--- src/rtl/telemetry_rx.sv ---
// rtl/telemetry_rx.sv - 8N1 UART receiver and telemetry frame parser for the eBike TX stream
module telemetry_rx #(
    parameter int BAUD_DIV = 2604
) (
    input  logic        clk,
    input  logic        rst_n,
    input  logic        RX,
    output logic [11:0] batt,
    output logic [11:0] curr,
    output logic [11:0] torque,
    output logic        vld,
    output logic        err
);

    localparam logic [11:0] FULL_M1 = 12'(BAUD_DIV - 1);
    localparam logic [11:0] HALF_M1 = 12'(BAUD_DIV / 2 - 1);

    typedef enum logic [1:0] {RX_IDLE, RX_START, RX_DATA, RX_STOP} rx_state_e;
    typedef enum logic [1:0] {P_HUNT, P_SYNC, P_PAYLOAD} p_state_e;

    logic        rx_meta_q, rx_sync_q, rx_prev_q;
    rx_state_e   rx_state_q, rx_state_d;
    logic [11:0] baud_cnt_q;
    logic [3:0]  bit_cnt_q;
    logic [7:0]  shift_q;

    logic rx_fall, half_hit, full_hit;
    logic cnt_clr, tick, shift_en, byte_rdy, frame_err;

    p_state_e    p_state_q, p_state_d;
    logic [2:0]  idx_q, idx_d;
    logic [11:0] batt_sh_q, curr_sh_q;
    logic [3:0]  torque_hi_q;
    logic [11:0] batt_q, curr_q, torque_q;
    logic        vld_q, err_q;
    logic        nib_bad, hi_bad, frame_done, shadow_we;

    // Third flop only remembers the previous synchronized level for edge detection.
    always_ff @(posedge clk or negedge rst_n) begin
        if (!rst_n) begin
            rx_meta_q <= 1'b1;
            rx_sync_q <= 1'b1;
            rx_prev_q <= 1'b1;
        end else begin
            rx_meta_q <= RX;
            rx_sync_q <= rx_meta_q;
            rx_prev_q <= rx_sync_q;
        end
    end

    assign rx_fall  = rx_prev_q & ~rx_sync_q;
    assign half_hit = (baud_cnt_q == HALF_M1);
    assign full_hit = (baud_cnt_q == FULL_M1);

    always_ff @(posedge clk or negedge rst_n) begin
        if (!rst_n) begin
            rx_state_q <= RX_IDLE;
        end else begin
            rx_state_q <= rx_state_d;
        end
    end

    always_comb begin
        rx_state_d = rx_state_q;
        case (rx_state_q)
            RX_IDLE:  if (rx_fall) rx_state_d = RX_START;
            RX_START: if (half_hit) rx_state_d = rx_sync_q ? RX_IDLE : RX_DATA;
            RX_DATA:  if (full_hit && bit_cnt_q == 4'd7) rx_state_d = RX_STOP;
            RX_STOP:  if (full_hit) rx_state_d = RX_IDLE;
            default:  rx_state_d = RX_IDLE;
        endcase
    end

    always_comb begin
        cnt_clr   = 1'b0;
        tick      = 1'b0;
        shift_en  = 1'b0;
        byte_rdy  = 1'b0;
        frame_err = 1'b0;
        case (rx_state_q)
            RX_IDLE:  cnt_clr = 1'b1;
            RX_START: tick = half_hit;
            RX_DATA: begin
                tick     = full_hit;
                shift_en = full_hit;
            end
            RX_STOP: begin
                tick      = full_hit;
                byte_rdy  = full_hit & rx_sync_q;
                frame_err = full_hit & ~rx_sync_q;
            end
            default: cnt_clr = 1'b1;
        endcase
    end

    always_ff @(posedge clk or negedge rst_n) begin
        if (!rst_n) begin
            baud_cnt_q <= '0;
            bit_cnt_q  <= '0;
            shift_q    <= '0;
        end else begin
            baud_cnt_q <= (cnt_clr || tick) ? 12'd0 : baud_cnt_q + 12'd1;
            if (cnt_clr) begin
                bit_cnt_q <= '0;
            end else if (shift_en) begin
                bit_cnt_q <= bit_cnt_q + 4'd1;
            end
            if (shift_en) begin
                shift_q <= {rx_sync_q, shift_q[7:1]};
            end
        end
    end

    // Even payload indices carry a high nibble; their upper four bits must be clear.
    assign nib_bad = ~idx_q[0] & (|shift_q[7:4]);

    always_ff @(posedge clk or negedge rst_n) begin
        if (!rst_n) begin
            p_state_q <= P_HUNT;
            idx_q     <= '0;
        end else begin
            p_state_q <= p_state_d;
            idx_q     <= idx_d;
        end
    end

    always_comb begin
        p_state_d = p_state_q;
        idx_d     = idx_q;
        if (frame_err) begin
            p_state_d = P_HUNT;
        end else if (byte_rdy) begin
            case (p_state_q)
                P_HUNT: if (shift_q == 8'hAA) p_state_d = P_SYNC;
                P_SYNC: begin
                    if (shift_q == 8'h55) begin
                        p_state_d = P_PAYLOAD;
                        idx_d     = 3'd0;
                    end else if (shift_q != 8'hAA) begin
                        p_state_d = P_HUNT;
                    end
                end
                P_PAYLOAD: begin
                    if (nib_bad || idx_q == 3'd5) begin
                        p_state_d = P_HUNT;
                    end else begin
                        idx_d = idx_q + 3'd1;
                    end
                end
                default: p_state_d = P_HUNT;
            endcase
        end
    end

    always_comb begin
        hi_bad     = 1'b0;
        frame_done = 1'b0;
        shadow_we  = 1'b0;
        if (byte_rdy && p_state_q == P_PAYLOAD) begin
            hi_bad     = nib_bad;
            shadow_we  = ~nib_bad;
            frame_done = ~nib_bad & (idx_q == 3'd5);
        end
    end

    always_ff @(posedge clk or negedge rst_n) begin
        if (!rst_n) begin
            batt_sh_q   <= '0;
            curr_sh_q   <= '0;
            torque_hi_q <= '0;
            batt_q      <= '0;
            curr_q      <= '0;
            torque_q    <= '0;
            vld_q       <= 1'b0;
            err_q       <= 1'b0;
        end else begin
            vld_q <= frame_done;
            err_q <= frame_err | hi_bad;
            if (shadow_we) begin
                case (idx_q)
                    3'd0: batt_sh_q[11:8] <= shift_q[3:0];
                    3'd1: batt_sh_q[7:0]  <= shift_q;
                    3'd2: curr_sh_q[11:8] <= shift_q[3:0];
                    3'd3: curr_sh_q[7:0]  <= shift_q;
                    3'd4: torque_hi_q     <= shift_q[3:0];
                    default: ;
                endcase
            end
            // All three readings commit together on the torque_lo byte.
            if (frame_done) begin
                batt_q   <= batt_sh_q;
                curr_q   <= curr_sh_q;
                torque_q <= {torque_hi_q, shift_q};
            end
        end
    end

    assign batt   = batt_q;
    assign curr   = curr_q;
    assign torque = torque_q;
    assign vld    = vld_q;
    assign err    = err_q;

endmodule

--- config.mk ---
export PLATFORM = sky130hd
export DESIGN_NAME = telemetry_rx
export DESIGN_NICKNAME = d
export VERILOG_FILES = /design/src/rtl/telemetry_rx.sv
export SDC_FILE = /design/constraint.sdc
export NUM_CORES = 1
export LEC_CHECK = 0
export CAP_MARGIN = 0
export CORE_MARGIN = 4
export CORE_UTILIZATION = 55
export DETAILED_ROUTE_END_ITERATION = 10
export GPL_TIMING_DRIVEN = 1
export PLACE_DENSITY_LB_ADDON = 0.25
export SYNTH_ARGS = -nofsm -noshare
export SYNTH_HDL_FRONTEND = slang
export SYNTH_SLANG_ARGS = --single-unit
--- constraint.sdc ---
create_clock -name clk -period 3.16 [get_ports clk]
set_clock_uncertainty 0.15 [all_clocks]
set_input_delay 0.948 -clock clk [delete_from_list [all_inputs] [get_ports clk]]
set_output_delay 0.948 -clock clk [all_outputs]
set_load 0.05 [all_outputs]
==> results.tsv, run 1 <==
stage	metric	value	unit
floorplan	initial_core_util	56.6	%
timing	finalHoldViolations	0	
placed_design	dp_hpwl	5590	µm
drt	wirelength	7780	µm
min_path	hold_class	reg -> reg	
synth	avgSynthCellArea	14.1	µm²
job	maxCapViolations	0	
placed_design	place_area	4900	µm²
pwr	internal_power	0.00160	W
floorplan	core-area	7730	µm²
global_routing	antenna_found_initial	0	
pwr	p_clk_share	35.7	%
run_status	status	finished, final reports clean	
timing	tightest_slew	0.820	ns
pwr	vdd_drop_max	318	µV
timing	relSlewSlack	44.7	%
pwr	power_per_cell_area	411	nW/µm²
clock_network	numCtsBuffers	9	
clock_network	htreeDepth	3	
clock_network	cts_sinks	100	
clock_network	clkTransAtPathRegs	0.09	ns
drt	firstDrtPassIters	4	
clock_network	cts_tree	built	
timing	setup_violations	0	
drt	drt_iter0_drc	56	
cells_and_area	finish.instance_area	5080	µm²
floorplan	num_rows	32	
global_routing	grt_max_degree	47	
global_routing	grt_pass1_vias	2673	
worst_setup_path	crit_fanout	33	
timing	finalCritPeriodShare	88.9	%
pwr	p_seq_share	61.8	%
pwr	p_sw_share	23.6	%
drt	ant_nets	0	
timing	slew_violations	0	
drt	vias	2516	
global_routing	grtUsageTotal	18.0	%
timing	layout_min_cycle_time	2.81	ns
timing	rsz0062_at_grt	no	
synth	ys_seq_area_share	57.3	%
pwr	leakage	2.48	nW
synth	synth-seq-cells	100	
clock_network	worst_skew_pair.late_latency	0.36	ns
worst_setup_path	end_kind	flip-flop	
synth	syn-num-nets	324	
cells_and_area	n_antenna_cell	0	
timing	setup_tns	0	ns
global_routing	overflow	0	
placed_design	io_buffers	40	
pwr	p_comb_share	2.4	%
synth	yosysWarnings	0	
synth	synthCells	310	
floorplan	die_area	9440	µm²
worst_setup_path	path_class	reg -> reg	
pwr	switching_power	0.000494	W
synth	synth_cell_type_count	45	
clock_network	clock_path_buffers	2	
drt	wl_per_cell	16.8	µm
floorplan	boundaryPins	41	
clock_network	holdBufCountCts	0	
synth	syn-cell-area	4370	µm²
worst_setup_path	ff2ff_setup_slack	0.35	ns
drt	drc_errors	0	
worst_setup_path	arrival	2.91	ns
clock_network	cts_resized	0	
clock_network	post_cts_buffers	0	
cells_and_area	finalNetCount	370	
cells_and_area	final_core_util	65.8	%
timing	fmax	356	MHz
timing	holdWs	0.211	ns
global_routing	grt_pass1_wl	13600	µm
floorplan	die_x	97.2	µm
cells_and_area	syn2layout_area_growth	16.3	%
drt	via_per_inst	5.45	
worst_setup_path	worstPathRequired	3.26	ns
worst_setup_path	critPathLaunchType	flip-flop	
clock_network	cts_root_buf	clkbuf_8	
placed_design	place_congestion	0.891	
cells_and_area	drive_above_1_share	29.4	%
floorplan	die_h	97.2	µm
==> layout by cell type (no fill, tap or decap), drive strengths merged, types with 4 or more instances in the layout <==
cell,n
dfrtp,97
mux2,74
clkdlybuf4s50,39
nor2,18
nand2,14
inv,13
ha,11
clkbuf,9
nand3,8
nor4,6
buf,6
nand4,5
and3,5
xnor2,5
o21ai,5
xor2,4
==> registers in the layout, summed over array words and instances (netlist names), 2 cells and up, named ones only <==
name         cells
idx_q            3
batt_sh_q       12
shift_q          8
torque          12
torque_hi_q      4
curr_sh_q       12
p_state_q        2
batt            12
bit_cnt_q        4
baud_cnt_q      12
curr            12
==> cells in the mapped netlist <==
cell type	count	area share, %
a21o_1	2	0.34
a21oi_1	3	0.34
a22o_1	3	0.60
a31oi_1	1	0.14
a32o_1	1	0.23
a41o_1	1	0.23
and2_1	1	0.14
and3_1	5	0.72
buf_2	2	0.23
buf_6	3	0.77
clkbuf_1	5	0.43
dfrtp_1	97	56
dfstp_2	3	1.8
ha_1	11	3.1
inv_1	10	0.86
mux2_2	44	11
mux2_4	30	10
mux2i_1	2	0.46
nand2_1	12	1.0
nand2_2	1	0.14
nand2_4	1	0.26
nand2b_1	2	0.29
nand3_1	8	0.92
nand4_1	5	0.72
nand4b_1	1	0.20
nand4bb_1	1	0.26
nor2_1	18	1.5
nor2b_1	3	0.43
nor3_1	1	0.11
nor3_4	1	0.37
nor4_1	5	0.72
nor4_4	1	0.49
nor4b_1	1	0.20
nor4bb_1	2	0.46
o21ai_0	5	0.57
o221ai_1	1	0.20
o31a_1	2	0.40
o41ai_1	1	0.20
or2_2	1	0.14
or3_1	1	0.14
or4_4	1	0.26
or4b_1	1	0.23
or4b_4	1	0.31
xnor2_1	5	1.0
xor2_1	4	0.80
==> cells by family after synthesis <==
group / Yosys count / synth area share, %
simple gates: 74 / 10.1
buf+inv: 20 / 2.29
mux: 76 / 22.1
fa+ha+maj: 11 / 3.15
compound gates: 20 / 3.26
xor+xnor: 9 / 1.80
flops: 100 / 57.3
==> layout make-up <==
class / instances / area [µm²]
Sequential cell: 100 / 2510
Timing Repair Buffer: 45 / 460
Clock buffer: 9 / 124
Multi-Input combinational cell: 190 / 1770
Clock inverter: 6 / 56.3
Inverter: 10 / 37.5
Fill cell: 557 / 2640
Tap cell: 102 / 128
==> path summary, 6_finish.rpt <==
kind                                from  cells after the start             end
hold reg to reg                rx_meta_q                      0       rx_sync_q
max in group asynchronous          rst_n                      2  baud_cnt_q[11]
hold / removal                 rx_meta_q                      0       rx_sync_q
min in group asynchronous          rst_n                      1         batt[2]
setup / recovery           baud_cnt_q[7]                      6       torque[9]
setup reg to reg           baud_cnt_q[7]                      6       torque[9]
==> power by group through the flow <==
stage,sequential [W],clock (W),combinational [W]
2_1_floorplan,0.00132,0,0.0000150
3_3_place_gp,0.00132,0,0.0000519
3_5_place_dp,0.00132,0,0.0000532
4_1_cts,0.00129,0.000775,0.0000532
5_1_grt,0.00129,0.000836,0.0000596
6_report,0.00129,0.000747,0.0000509
==> worst max-delay path, stage by stage (launching register included) <==
cell	delay (ns)
dfrtp_1	0.45
or4b_1	0.61
or4_4	0.57
nor3_4	0.24
nand2_4	0.13
buf_12	0.21
mux2_4	0.32
==> stage by stage <==
stage | instances | setup slack, ns | power [W]
after floorplan | 310 | 0.535 | 0.00133
after global placement | 447 | 0.434 | 0.00137
after detailed placement | 447 | 0.350 | 0.00137
after CTS | 462 | 0.342 | 0.00212
after global routing | 462 | 0.261 | 0.00219
final | 462 | 0.350 | 0.00209
==> metal layers <==
metal | global-route usage [%] | up-vias | share of wire (%)
met2 | 29.2 | 37 | 50
li1 | - | 1199 | -
met1 | 24.4 | 1274 | 46
met4 | 4.21 | 0 | 0.54
met3 | 4.88 | 6 | 3.6
met5 | 0 | - | 0
Power figures use the tool's default switching activity.
==> run 2: changes to the inputs <==
Settings changed: CORE_UTILIZATION 55 to 29.
==> results.tsv, run 2 (same netlist as run 1, synthesis figures left out) <==
stage	metric	value	unit	change
timing	slew_violations	0		unchanged
placed_design	dp_hpwl	5690	µm	was 5590 µm
pwr	p_comb_share	2.1	%	was 2.4%
timing	rsz0062_at_grt	no		unchanged
pwr	switching_power	0.000540	W	was 0.000494 W
floorplan	die_area	17100	µm²	was 9440 µm²
worst_setup_path	end_kind	flip-flop		unchanged
placed_design	place_congestion	0.782		was 0.891
cells_and_area	final_cell_mix	97 x dfrtp_1, 44 x mux2_2, 39 x clkdlybuf4s50_1		unchanged
cells_and_area	n_antenna_cell	0		unchanged
pwr	leakage	2.53	nW	was 2.48 nW
pwr	vdd_drop_max	271	µV	was 318 µV
clock_network	post_cts_buffers	0		unchanged
clock_network	cts_tree	built		unchanged
cells_and_area	layout_commonest_cell	dfrtp_1		unchanged
worst_setup_path	r2r_start	baud_cnt_q[8]		was baud_cnt_q[7]
global_routing	overflow	0		unchanged
pwr	power_per_cell_area	451	nW/µm²	was 411 nW/µm²
min_path	hold_class	reg -> reg		unchanged
min_path	holdCritStartpoint	rx_meta_q		unchanged
drt	via_per_inst	4.68		was 5.45
timing	setup_violations	0		unchanged
drt	wl_per_cell	15.3	µm	was 16.8 µm
clock_network	clkTransAtPathRegs	0.07	ns	was 0.09 ns
run_status	status	finished, final reports clean		unchanged
cells_and_area	finalNetCount	370		unchanged
drt	wl_met2	3730	µm	was 3900 µm
worst_setup_path	rr_worst_depth	5		was 6
pwr	internal_power	0.00184	W	was 0.00160 W
drt	drt_iter0_drc	87		was 56
timing	layout_min_cycle_time	2.76	ns	was 2.81 ns
timing	setup_tns	0	ns	unchanged
pwr	p_seq_share	54.3	%	was 61.8%
global_routing	grt_max_degree	56		was 47
timing	finalCritPeriodShare	87.5	%	was 88.9%
worst_setup_path	critPathBufInv	0		was 1
placed_design	io_buffers	40		unchanged
clock_network	numCtsBuffers	9		unchanged
drt	topRoutingLayerUsed	met4		unchanged
timing	finalHoldViolations	0		unchanged
global_routing	antenna_found_initial	0		unchanged
drt	vias	2544		was 2516
global_routing	grtUsageTotal	10.4	%	was 18.0%
timing	relSlewSlack	35.8	%	was 44.7%
drt	met3WireLength	427	µm	was 283 µm
floorplan	die_x	131	µm	was 97.2 µm
clock_network	cts_sinks	100		unchanged
clock_network	cts_resized	0		unchanged
floorplan	core-area	14600	µm²	was 7730 µm²
floorplan	num_rows	44		was 32
cells_and_area	drive_above_1_share	29.4	%	unchanged
drt	firstDrtPassIters	4		unchanged
drt	wirelength	8330	µm	was 7780 µm
min_path	holdPathEnd	rx_sync_q		unchanged
timing	fmax	362	MHz	was 356 MHz
job	maxCapViolations	0		unchanged
clock_network	worst_skew_pair.late_latency	0.34	ns	was 0.36 ns
clock_network	cts_root_buf	clkbuf_16		was clkbuf_8
clock_network	clock_path_buffers	2		unchanged
timing	tightest_slew	0.953	ns	was 0.820 ns
worst_setup_path	path_class	reg -> reg		unchanged
worst_setup_path	worstPathRequired	3.24	ns	was 3.26 ns
worst_setup_path	ff2ff_setup_slack	0.40	ns	was 0.35 ns
worst_setup_path	critPathSlowestCell	or4b_1		unchanged
worst_setup_path	r2r_end	torque_hi_q[0]		was torque[9]
clock_network	htreeDepth	3		unchanged
drt	ant_nets	0		unchanged
clock_network	holdBufCountCts	0		unchanged
floorplan	boundaryPins	41		unchanged
drt	wl_met1	4050	µm	was 3550 µm
cells_and_area	syn2layout_area_growth	20.9	%	was 16.3%
worst_setup_path	path_cells	or4b_1 > or4_4 > nor3_4 > and3_1 > mux2_2		was or4b_1 > or4_4 > nor3_4 > nand2_4 > buf_12 > mux2_4
worst_setup_path	critPathLaunchType	flip-flop		unchanged
global_routing	grt_pass1_wl	13700	µm	was 13600 µm
global_routing	grt_pass1_vias	2539		was 2673
pwr	p_clk_share	43.6	%	was 35.7%
worst_setup_path	critical_path.max_stage_delay	0.63	ns	was 0.61 ns
timing	holdWs	0.214	ns	was 0.211 ns
floorplan	die_h	131	µm	was 97.2 µm
min_path	hold_path_depth	0		unchanged
drt	drc_errors	0		unchanged
worst_setup_path	crit_fanout	5		was 33
pwr	p_sw_share	22.7	%	was 23.6%
worst_setup_path	cpLargestDelayFamily	simple AND/OR/NAND/NOR gates		unchanged
worst_setup_path	arrival	2.85	ns	was 2.91 ns
floorplan	initial_core_util	29.9	%	was 56.6%
## run 2: changes by cell type in the layout (fill, tap and decap cells not counted), sizes merged
| cell | before | now |
|---|---|---|
| inv | 13 | 14 |
| clkinvlp | 1 | 0 |
## run 2: metal layers
layer  track usage (%)  up-vias
li1                  -     1203
met1              14.1     1278
met5                 0        -
met2              15.7       55
met4              2.72        0
met3              4.07        8
## run 2: power by group through the flow
| stage | sequential, W | combinational, W | clock, W |
|---|---|---|---|
| 6_report | 0.00129 | 0.0000510 | 0.00104 |
| 5_1_grt | 0.00129 | 0.0000598 | 0.00113 |
| 3_5_place_dp | 0.00132 | 0.0000539 | 0 |
| 2_1_floorplan | 0.00132 | 0.0000150 | 0 |
| 3_3_place_gp | 0.00132 | 0.0000529 | 0 |
| 4_1_cts | 0.00129 | 0.0000540 | 0.00108 |
## run 2: worst reg2reg max path, stage by stage, from the launching register on
cell and delay, ns:
dfrtp_1 0.43, or4b_1 0.63, or4_4 0.58, nor3_4 0.22, and3_1 0.30, mux2_2 0.35
## run 2: area by class of cell
cell class              count  area [µm²]
fillers                  1395        9360
inverters                  10        37.5
repair buffers             45         460
multi-input cells         190        1770
flip-flops and latches    100        2510
clock inverters             6        52.6
well taps                 184         230
clock buffers               9         225
## run 2: per-stage QoR
step / cells / util, % / instance area [µm²] / power, W / setup slack (ns)
2_1_floorplan: 310 / - / 4370 / 0.00133 / 0.535
3_3_place_gp: 529 / 34.2 / 5010 / 0.00137 / 0.447
3_5_place_dp: 529 / 34.2 / 5010 / 0.00137 / 0.407
4_1_cts: 544 / 36.1 / 5280 / 0.00243 / 0.402
5_1_grt: 544 / 36.1 / 5280 / 0.00249 / 0.292
6_report: 544 / 36.1 / 5280 / 0.00238 / 0.396
## run 2: how the worst max path moves through the flow
| stage | start | endpoint | depth (start not counted) |
|---|---|---|---|
| 5_1_grt | baud_cnt_q[8] | torque_hi_q[2] | 5 |
| 2_1_floorplan | baud_cnt_q[7] | torque_hi_q[0] | 6 |
| 4_1_cts | baud_cnt_q[8] | torque_hi_q[2] | 5 |
| 3_3_place_gp | baud_cnt_q[7] | torque_hi_q[0] | 5 |
| 6_report | baud_cnt_q[8] | torque_hi_q[0] | 5 |
| 3_5_place_dp | baud_cnt_q[8] | torque_hi_q[0] | 5 |
